$ cat src/rtl/mimi_wb_loader.sv
// mimi_wb_loader: Wishbone loader for the mimi SRAM banks with minimax reset hold and error CSRs.
// Byte-lane writes become full-word SRAM writes through read-modify-write.
module mimi_wb_loader #(
    parameter logic [15:0] BASE_HI    = 16'h3000,
    parameter int          RAM_BYTES  = 6144,
    parameter logic [15:0] CSR_OFFSET = 16'h8000,
    parameter int          ADDR_BITS  = 13
) (
    input  logic                 wb_clk_i,
    input  logic                 wb_rst_i,
    input  logic                 wbs_cyc_i,
    input  logic                 wbs_stb_i,
    input  logic                 wbs_we_i,
    input  logic [3:0]           wbs_sel_i,
    input  logic [31:0]          wbs_adr_i,
    input  logic [31:0]          wbs_dat_i,
    output logic                 wbs_ack_o,
    output logic [31:0]          wbs_dat_o,
    output logic                 cpu_reset_o,
    output logic                 mem_req_o,
    output logic                 mem_we_o,
    output logic [ADDR_BITS-1:0] mem_addr_o,
    output logic [31:0]          mem_wdata_o,
    input  logic [31:0]          mem_rdata_i
);
    typedef enum logic [1:0] {IDLE, READ, WRITE, ACK} state_t;
    state_t state, state_nx;
    logic [ADDR_BITS-1:2] adr_q;
    logic [31:0] dat_q, rbuf_q;
    logic [3:0] sel_q;
    logic we_q, hold, err;
    logic valid, is_ram, is_ctrl, is_stat, accept;
    always_comb begin
        valid   = wbs_cyc_i & wbs_stb_i & (wbs_adr_i[31:16] == BASE_HI);
        is_ram  = {16'h0, wbs_adr_i[15:0]} < 32'(RAM_BYTES);
        is_ctrl = wbs_adr_i[15:0] == CSR_OFFSET;
        is_stat = wbs_adr_i[15:0] == CSR_OFFSET + 16'd4;
        accept  = (state == IDLE) & valid;
    end
    always_ff @(posedge wb_clk_i) begin
        if (wb_rst_i) state <= IDLE;
        else state <= state_nx;
    end
    always_comb begin
        state_nx = state;
        case (state)
            IDLE:  if (valid) state_nx = (is_ram & hold & ~(wbs_we_i & (wbs_sel_i == 4'h0)))
                                         ? ((wbs_we_i & (wbs_sel_i == 4'hF)) ? WRITE : READ) : ACK;
            READ:  state_nx = we_q ? WRITE : ACK;
            WRITE: state_nx = ACK;
            ACK:   state_nx = IDLE;
        endcase
    end
    // Memory strobes drop combinationally with reset so an interrupted write never reaches the SRAM.
    always_comb begin
        wbs_ack_o   = state == ACK;
        mem_req_o   = ~wb_rst_i & ((state == READ) | (state == WRITE));
        mem_we_o    = ~wb_rst_i & (state == WRITE);
        mem_addr_o  = {adr_q, 2'b00};
        cpu_reset_o = wb_rst_i | hold;
        mem_wdata_o = '0;
        for (int i = 0; i < 4; i++)
            mem_wdata_o[8*i +: 8] = (state == WRITE) ? (sel_q[i] ? dat_q[8*i +: 8] : rbuf_q[8*i +: 8]) : 8'h0;
    end
    always_ff @(posedge wb_clk_i) begin
        if (wb_rst_i) begin
            adr_q     <= '0;
            dat_q     <= '0;
            sel_q     <= '0;
            we_q      <= 1'b0;
            rbuf_q    <= '0;
            wbs_dat_o <= '0;
            hold      <= 1'b1;
            err       <= 1'b0;
        end else begin
            if (accept) begin
                adr_q     <= wbs_adr_i[ADDR_BITS-1:2];
                dat_q     <= wbs_dat_i;
                sel_q     <= wbs_sel_i;
                we_q      <= wbs_we_i;
                wbs_dat_o <= wbs_we_i ? 32'h0 : is_ctrl ? {31'h0, hold} : is_stat ? {30'h0, err, hold} : 32'h0;
                if (wbs_we_i & wbs_sel_i[0] & is_ctrl) hold <= wbs_dat_i[0];
                if (wbs_we_i & wbs_sel_i[0] & is_stat & wbs_dat_i[1]) err <= 1'b0;
                if (is_ram & ~hold) err <= 1'b1;
            end
            if (state == READ) begin
                rbuf_q <= mem_rdata_i;
                if (!we_q) wbs_dat_o <= mem_rdata_i;
            end
        end
    end
endmodule

$ cat config.mk
export PLATFORM = sky130hd
export DESIGN_NAME = mimi_wb_loader
export DESIGN_NICKNAME = d
export VERILOG_FILES = /design/src/rtl/mimi_wb_loader.sv
export SDC_FILE = /design/constraint.sdc
export NUM_CORES = 1
export LEC_CHECK = 0
export CAP_MARGIN = 20
export CELL_PAD_IN_SITES_DETAIL_PLACEMENT = 1
export CELL_PAD_IN_SITES_GLOBAL_PLACEMENT = 2
export CORE_ASPECT_RATIO = 2
export CORE_MARGIN = 2
export CORE_UTILIZATION = 26
export DETAILED_ROUTE_END_ITERATION = 10
export PLACE_DENSITY = 0.9
export SLEW_MARGIN = 20
export SYNTH_ARGS = -nofsm -noshare
export SYNTH_HDL_FRONTEND = slang
export SYNTH_SLANG_ARGS = --single-unit
$ cat constraint.sdc
create_clock -name wb_clk_i -period 2.3 [get_ports wb_clk_i]
set_clock_uncertainty 0.2 [all_clocks]
set_input_delay 0.345 -clock wb_clk_i [delete_from_list [all_inputs] [get_ports wb_clk_i]]
set_output_delay 0.345 -clock wb_clk_i [all_outputs]
set_load 0.03 [all_outputs]
==> out/results.tsv <==
metric	value	unit
cts_inserted_buffers	17	
htree_levels	4	
crit_family	buffers and inverters	
synthSimpleGateAreaFrac	0.184	
placed_area	0.00740	sq mm
hold_buffers	0	
via_per_inst	4.87	
tightest_slew	0.613	ns
io_pins	186	
clk_pin_slew	0.06	ns
wire_per_inst	19.1	microns
crit_buf_inv	3	
synth_ff_type	dfxtp_1	
fp.dieW	105	microns
synth_compound_area_frac	0.176	
crit_path_end_kind	primary output	
fin_cells	1058	
power.leakage	2.71	nW
drcViolationCount	0	
finalCritPeriodShare	0.982	
num_vias	5153	
clk_path_buf_depth	2	
final_util	0.403	
dieArea	0.0216	sq mm
cts.sinks	116	
die_h	206	microns
drt_wl_total	20.2	mm
dp.cells	1024	
cp-start-kind	register	
multiInputGateArea	0.00268	sq mm
cp.required	1.75	ns
ys_ff_latch	116	
port_buffers	183	
syn-cell-area	0.00530	sq mm
synth_top_family_by_area	simple AND/OR/NAND/NOR gates	
drtIter0Drc	142	
synth_cell_types	40	
synth_xor_xnor_area_share	0	
grt_max_degree	43	
ys_async_sr_fraction	0	
synth_area_leader_cell	dfxtp_1	
nets	891	
slowest_stage	dfxtp_1	
nFillCells	2375	
grt_usage	0.188	
syn_to_final_growth	51.6	%
yosys_warnings	0	
detailedRoute.firstPassIterationCount	4	
rsz0062_at_grt	yes	
placementRows	73	
grt.overflow.total	0	
synthAdderAreaFrac	0.0118	
grt_pass1_wl	30.8	mm
ir_drop	0.000369	V
root_buffer	clkbuf_16	
ant_nets	0	
muxShareOfSynthArea	0.127	
fin_crit	2.26	ns
ctsResizeCount	2	
maxSlewViolCount	0	
yosys-top-cells-count	dfxtp_1, a21oi_1, mux2i_1	
crit_type	register to primary output	
hold_viol_final	0	
hold_path.class	input pin to register	
path_cells	inv_1 > ha_1 > buf_4 > nor2b_1 > buf_4	
final_area	0.00803	sq mm
drive_above_1_share	0.149	
place.gp.congestion	0.815	
grt_pass1_vias	5588	
fmax	0.443	GHz
max_slew_margin	0.591	
crit_top_cell	buf_4	
synth.most_common_cell	dfxtp_1	
antenna_found_initial	2	
syn-instance-count	605	
crit_fanout	18	
cap_violations	0	
synth-edff-count	0	
start_util	0.266	
regArea	0.00232	sq mm
arrival	1.71	ns
postCtsSetupRepairBufs	0	
synth.avg_cell_area	8.76	sq um
core_area	0.0199	sq mm
netlist_top_cells_area	dfxtp_1, mux2i_1, a21oi_1, o21ai_0, nand3_1	
insertion_delay	0.42	ns
yosysSeqAreaShare	0.438	
max_stage_delay	0.34	ns
synth_top_area_share	0.438	
status	finished clean	
cts_tree	yes	
dp_hpwl	15.2	mm
power.density	877	mW/mm^2
setup_violations	0	
registers in the layout, summed over array words and instances (netlist names):
name       flops
hold           1
err            1
sel_q          4
dat_q         32
wbs_dat_o     32
adr_q         11
we_q           1
state          2
rbuf_q        32
per-stage QoR:
step | hold slack [ns] | total power (W) | setup WS, ns | setup TNS, ns
2_1_floorplan | 0.249 | 0.00348 | 0.391 | 0
3_3_place_gp | 0.258 | 0.00429 | -0.152 | -0.192
6_report | 0.0925 | 0.00704 | 0.0407 | 0
5_1_grt | 0.116 | 0.00735 | -0.0384 | -0.106
3_5_place_dp | 0.269 | 0.00433 | -0.120 | -0.693
4_1_cts | 0.0759 | 0.00714 | 0.00107 | 0
cell type report:
cell class,count,share of cell area
antenna,2,0.000623
clock buffer,18,0.0547
clock inverter,14,0.0220
inverter,6,0.00280
multi-input combinational,423,0.333
sequential,116,0.289
tap,262,0.0408
timing repair buffer,217,0.256
kinds of logic after synthesis:
group           count (synthesis)
simple gates                  183
compound gates                166
buf+inv                        67
other cells                     1
fa+ha+maj                       5
flops                         116
mux                            67
report_power, final:
group          switching [W]  internal [W]  total, W  leakage, nW
sequential          0.000132       0.00224   0.00238        0.940
clock                0.00103       0.00174   0.00277        0.286
combinational        0.00103      0.000859   0.00189         1.48
placed cells by master (no fill, tap or decap), drive strengths merged, types with 2 or more instances in the layout:
cell	Yosys	routed
clkdlybuf4s50	0	147
dfxtp	116	116
a21oi	78	78
buf	22	70
mux2i	66	66
o21ai	50	50
nand3	50	50
nor2	38	38
nor2b	35	35
nand2	31	31
o211ai	30	30
clkbuf	39	18
inv	6	10
nor4	8	8
clkinvlp	0	5
ha	5	5
a2111oi	3	3
nor3b	3	3
nand4	3	3
bufinv	0	3
and3	3	3
nand2b	3	3
diode	0	2
and4	2	2
nor3	2	2
a211o	2	2
conb	1	2
nor4b	2	2
clkinv	0	2
per-layer routing:
metal  up-vias  global-route usage  share of wire
met2       123               0.376           0.57
li1       2501                   -              -
met5         -                   0              0
met3        33              0.0337          0.032
met4         0              0.0919          0.035
met1      2496               0.179           0.36
path summary, 6_finish.rpt:
check | startpoint | to | slack [ns] | cells after the start
setup reg to reg | state[0] | wbs_dat_o[1] | 0.42 | 5
setup / recovery | state[0] | mem_wdata_o[6] | 0.04 | 5
hold / removal | wb_rst_i | rbuf_q[5] | 0.09 | 2
hold reg to reg | dat_q[8] | dat_q[8] | 0.27 | 2
Power figures use the tool's default switching activity.
==> RTL edit 1: new RTL, same flow settings <==
Re-encode `state_t` (4 states) as one-hot, 4 bits wide.
--- a/src/rtl/mimi_wb_loader.sv
+++ b/src/rtl/mimi_wb_loader.sv
@@ -25,3 +25,3 @@
 );
-    typedef enum logic [1:0] {IDLE, READ, WRITE, ACK} state_t;
+    typedef enum logic [3:0] {IDLE = 4'b0001, READ = 4'b0010, WRITE = 4'b0100, ACK = 4'b1000} state_t;
     state_t state, state_nx;
Check against the original RTL: same outputs for any inputs over 10 cycles, from zero or initial values and one cycle with wb_rst_i high; not proved beyond that.
==> RTL edit 1 against the unedited design <==
Setup slack improved by 7.8 ps. Largest cell class unchanged. Die area decreased by 7.7%. Sequential cell count increased by 2. Routed wire length decreased by 4.7%. Cell area decreased by 0.30%. Register-to-register slack got worse by 270 ps. Synthesized area decreased by 7.9%. Critical endpoint is now mem_req_o. Sequential share of layout area increased by 0.63 points.
Power is not compared: it rests on default switching activity, and its combinational part moved more than twofold at a synthesized area within 25%.
==> RTL edit 1: results (changes against the unedited design) <==
status completed; WL final 19300 um (-4.7%); Lkg Pwr 2.67 nW; Area contributors post-synth dfxtp_1, nand2_1, a21oi_1, mux2i_1, nand3_1; register area 2370 sq um (+1.9%); first-pass GRT wire length 29000 um (-5.8%); ratio of cells with drive above 1 in the final layout 18.5% (+3.6 points); Num CTS Buffers 17 (unchanged); comb_multi_in 457 (+8.0%); dpl ws -554 ps (-434 ps); # fillers 2150 (-9.5%); GRT Total Usage 19.2% (+0.45 points); number of global-route vias before repair 5513 (-1.3%); DPL Wire Length 13300 um (-13%); placed cells 1013 (-1.1%); CP max stage cell dfxtp_2; Commonest cells post-synth nand2_1, dfxtp_1, a21oi_1; Reg2Reg Depth 6 (+1); mapped cell area 4880 sq um (-7.9%); Placed Area 7010 sq um (-5.4%); critical path peak fanout 9 (-9); inverters 3 (-3); Reg clk slew, reported paths 60 ps (about the same); vias per cell 4.87 (about the same); Signal buf overhead 28.0% (+2.4 points); pin count of the biggest net entering global routing 37 (-14%); clock sink count 118 (+1.7%); reg2reg setup slack 150 ps (-270 ps); Worst Hold End rbuf_q[1]$_SDFFE_PP0P_; count of plain and timing-repair buffers 229 (+5.5%); XOR/XNOR Fraction of Synth Area 0.179% (+0.18 points); Worst Hold Class in -> reg; Worst Setup SP state[3]$_SDFFE_PP0P_; Post-Synth Adder-Cell Area 0% (-1.2 points); mux cell area share after synthesis 6.77% (-5.9 points); post-synthesis compound-gate area fraction 13.6% (-4.0 points); clock network area share 7.80% (+0.13 points); clkbuf count 19 (+1); First-pass DRT Iterations 4 (unchanged); Power Dens Cells 640 nW/um^2; crit path capture mem_req_o; per-cell routed wire length 18.2 um (-4.6%); fin nets 931 (+4.5%); fraction of area in multi-input gates 31.1% (-2.3 points); Unique masters post-synth 36 (-10%); Gate Count Post-Synth 630 (+4.1%); Hold Slack 147 ps (+55.0 ps); CTS Root Cell clkbuf_16; Hold Startpoint wb_rst_i; r2r endpoint err$_SDFFE_PP0P_; initial DRC count 150 (+5.6%); sequential share of the synthesized area 48.4% (+4.6 points); Placer Congestion 0.814 (-0.17%); min cycle time layout 2250 ps (-7.80 ps); Worst-Margin Slew 694 ps (+81.2 ps)
[RTL edit 1: cell types whose count changed in the layout (fill, tap and decap cells not counted), sizes merged, moves of 6 or more]
| cell | before | now |
|---|---|---|
| a21oi | 78 | 112 |
| buf | 70 | 81 |
| clkdlybuf4s50 | 147 | 141 |
| mux2i | 66 | 33 |
| nand2 | 31 | 196 |
| nand3 | 50 | 32 |
| nor2b | 35 | 0 |
| o211ai | 30 | 0 |
| o21ai | 50 | 1 |
[RTL edit 1: repair_timing]
action,CTS,global route
pin swaps,12,11
gates resized for setup,51,28
buffers inserted,5,2
endpoints found under the setup margin,71,93
cloned,2,2
[RTL edit 1: power breakdown]
part	internal [mW]	total (mW)	switching, mW
sequential	2.04	2.04	0.00000365
clock	1.77	2.80	1.02
combinational	0.175	0.281	0.106
total	3.99	5.12	1.13
[RTL edit 1: per-layer routing]
metal	wire [um]	GRT usage [%]	part of all wire, %
met1	7090	19.5	37
met2	10800	36.2	56
met3	739	4.31	3.8
met4	624	8.88	3.2
met5	0	0	0
==> RTL edit 2: new RTL, same flow settings <==
Without the edit above. The parameter `ADDR_BITS` goes from 13 to 15.
--- a/src/rtl/mimi_wb_loader.sv
+++ b/src/rtl/mimi_wb_loader.sv
@@ -6,3 +6,3 @@
     parameter logic [15:0] CSR_OFFSET = 16'h8000,
-    parameter int          ADDR_BITS  = 13
+    parameter int          ADDR_BITS  = 15
 ) (
Interface: changed (resized mem_addr_o); port bits go from 186 to 188. The function was not compared with the original's and may differ.
==> RTL edit 2 against the unedited design <==
Cell area up 4.7%. Synthesized area grew 5.1%. Total power increased by 2.6%. Routed wire length rose by 2.6%. Setup slack better by 79 ps. Sequential cell count rose by 2. Cell count increased by 4.1%. Register-to-register slack worse by 150 ps. Combinational power up 15%. Die area grew 4.9%. Synthesized cell count increased by 7.4%. Critical path type unchanged. Critical endpoint is now mem_wdata_o[7]. Largest power group unchanged.
==> RTL edit 2: results (changes against the unedited design) <==
sequential share of the synthesized area 42.4% (-1.4 points); critical path peak fanout 9 (-9); RR Startpoint state[1]$_SDFFE_PP0P_; crit path capture mem_wdata_o[7]; DPL Wire Length 14800 um (-2.7%); number of flip-flops and latches 118 (+1.7%); met1 layer usage reported by global route 19.0% (+1.1 points); Gate Count Post-Synth 650 (+7.4%); met2 GRT Util 34.6% (-3.0 points); pin count of the biggest net entering global routing 81 (+88%); fin area 8410 sq um (+4.7%); Max VDD drop 0.383 mV (+3.7%); CP arrival 1630 ps (-80 ps); Final Non-Filler Cells 1101 (+4.1%); Placer Congestion 0.830 (+1.8%); vias 5512 (+7.0%); Worst Setup SP sel_q[0]$_SDFFE_PP0P_; met2 WL 11700 um (+0.40%); Commonest cells post-synth dfxtp_1, o21ai_0, a21oi_1; input/output buffers 185 (+1.1%); inverters 3 (-3); dpl ws -123 ps (-3.23 ps); met3 Use GR 3.36% (-0.011 points); status completed; r2r endpoint hold$_SDFFE_PP1P_; post-synthesis compound-gate area fraction 15.7% (-1.9 points); ratio of cells with drive above 1 in the final layout 15.5% (+0.66 points); first-pass GRT wire length 32100 um (+4.3%); mux cell area share after synthesis 12.3% (-0.43 points); antenna diode count 1 (-1); Seq/total area 28.1% (-0.83 points); First-pass DRT Iterations 6 (+2); Hold Slack 141 ps (+48.4 ps); Area contributors post-synth dfxtp_1, mux2i_1, o21ai_0, a21oi_1, nand4_1; area used by multi-input combinational logic 2960 sq um (+11%); placed cells 1068 (+4.3%); WL met1 7420 um (+2.4%); Worst Hold End state[0]$_SDFFE_PP0P_; Post-Synth Adder-Cell Area 1.12% (-0.057 points); count of plain and timing-repair buffers 216 (-0.46%); Area Growth Syn to Fin 51.1%; CP delay by family, top flip-flops
[RTL edit 2: cell types whose count changed after synthesis, moves of 3 or more]
| cell | unedited run | this run |
|---|---|---|
| and2_1 | 0 | 32 |
| inv_1 | 6 | 3 |
| clkbuf_1 | 39 | 48 |
| nand3_1 | 48 | 3 |
| nand4_1 | 3 | 54 |
| o211ai_1 | 30 | 0 |
| o21ai_0 | 49 | 81 |
| buf_2 | 12 | 9 |
[RTL edit 2: what timing repair did]
action / in CTS / in global routing
resized for setup: 9 / 13
endpoints found under the hold margin: 0 / 0
setup endpoints to repair: 7 / 33
pin swaps: 0 / 0
hold buffers: 0 / 0
[RTL edit 2: report_power, final]
part | switching, mW | leakage (nW) | total [mW] | internal (mW)
Clock | 1.00 | 0.270 | 2.65 | 1.64
Combinational | 1.21 | 1.60 | 2.17 | 0.960
Sequential | 0.128 | 0.956 | 2.41 | 2.28
Total | 2.34 | 2.82 | 7.22 | 4.88
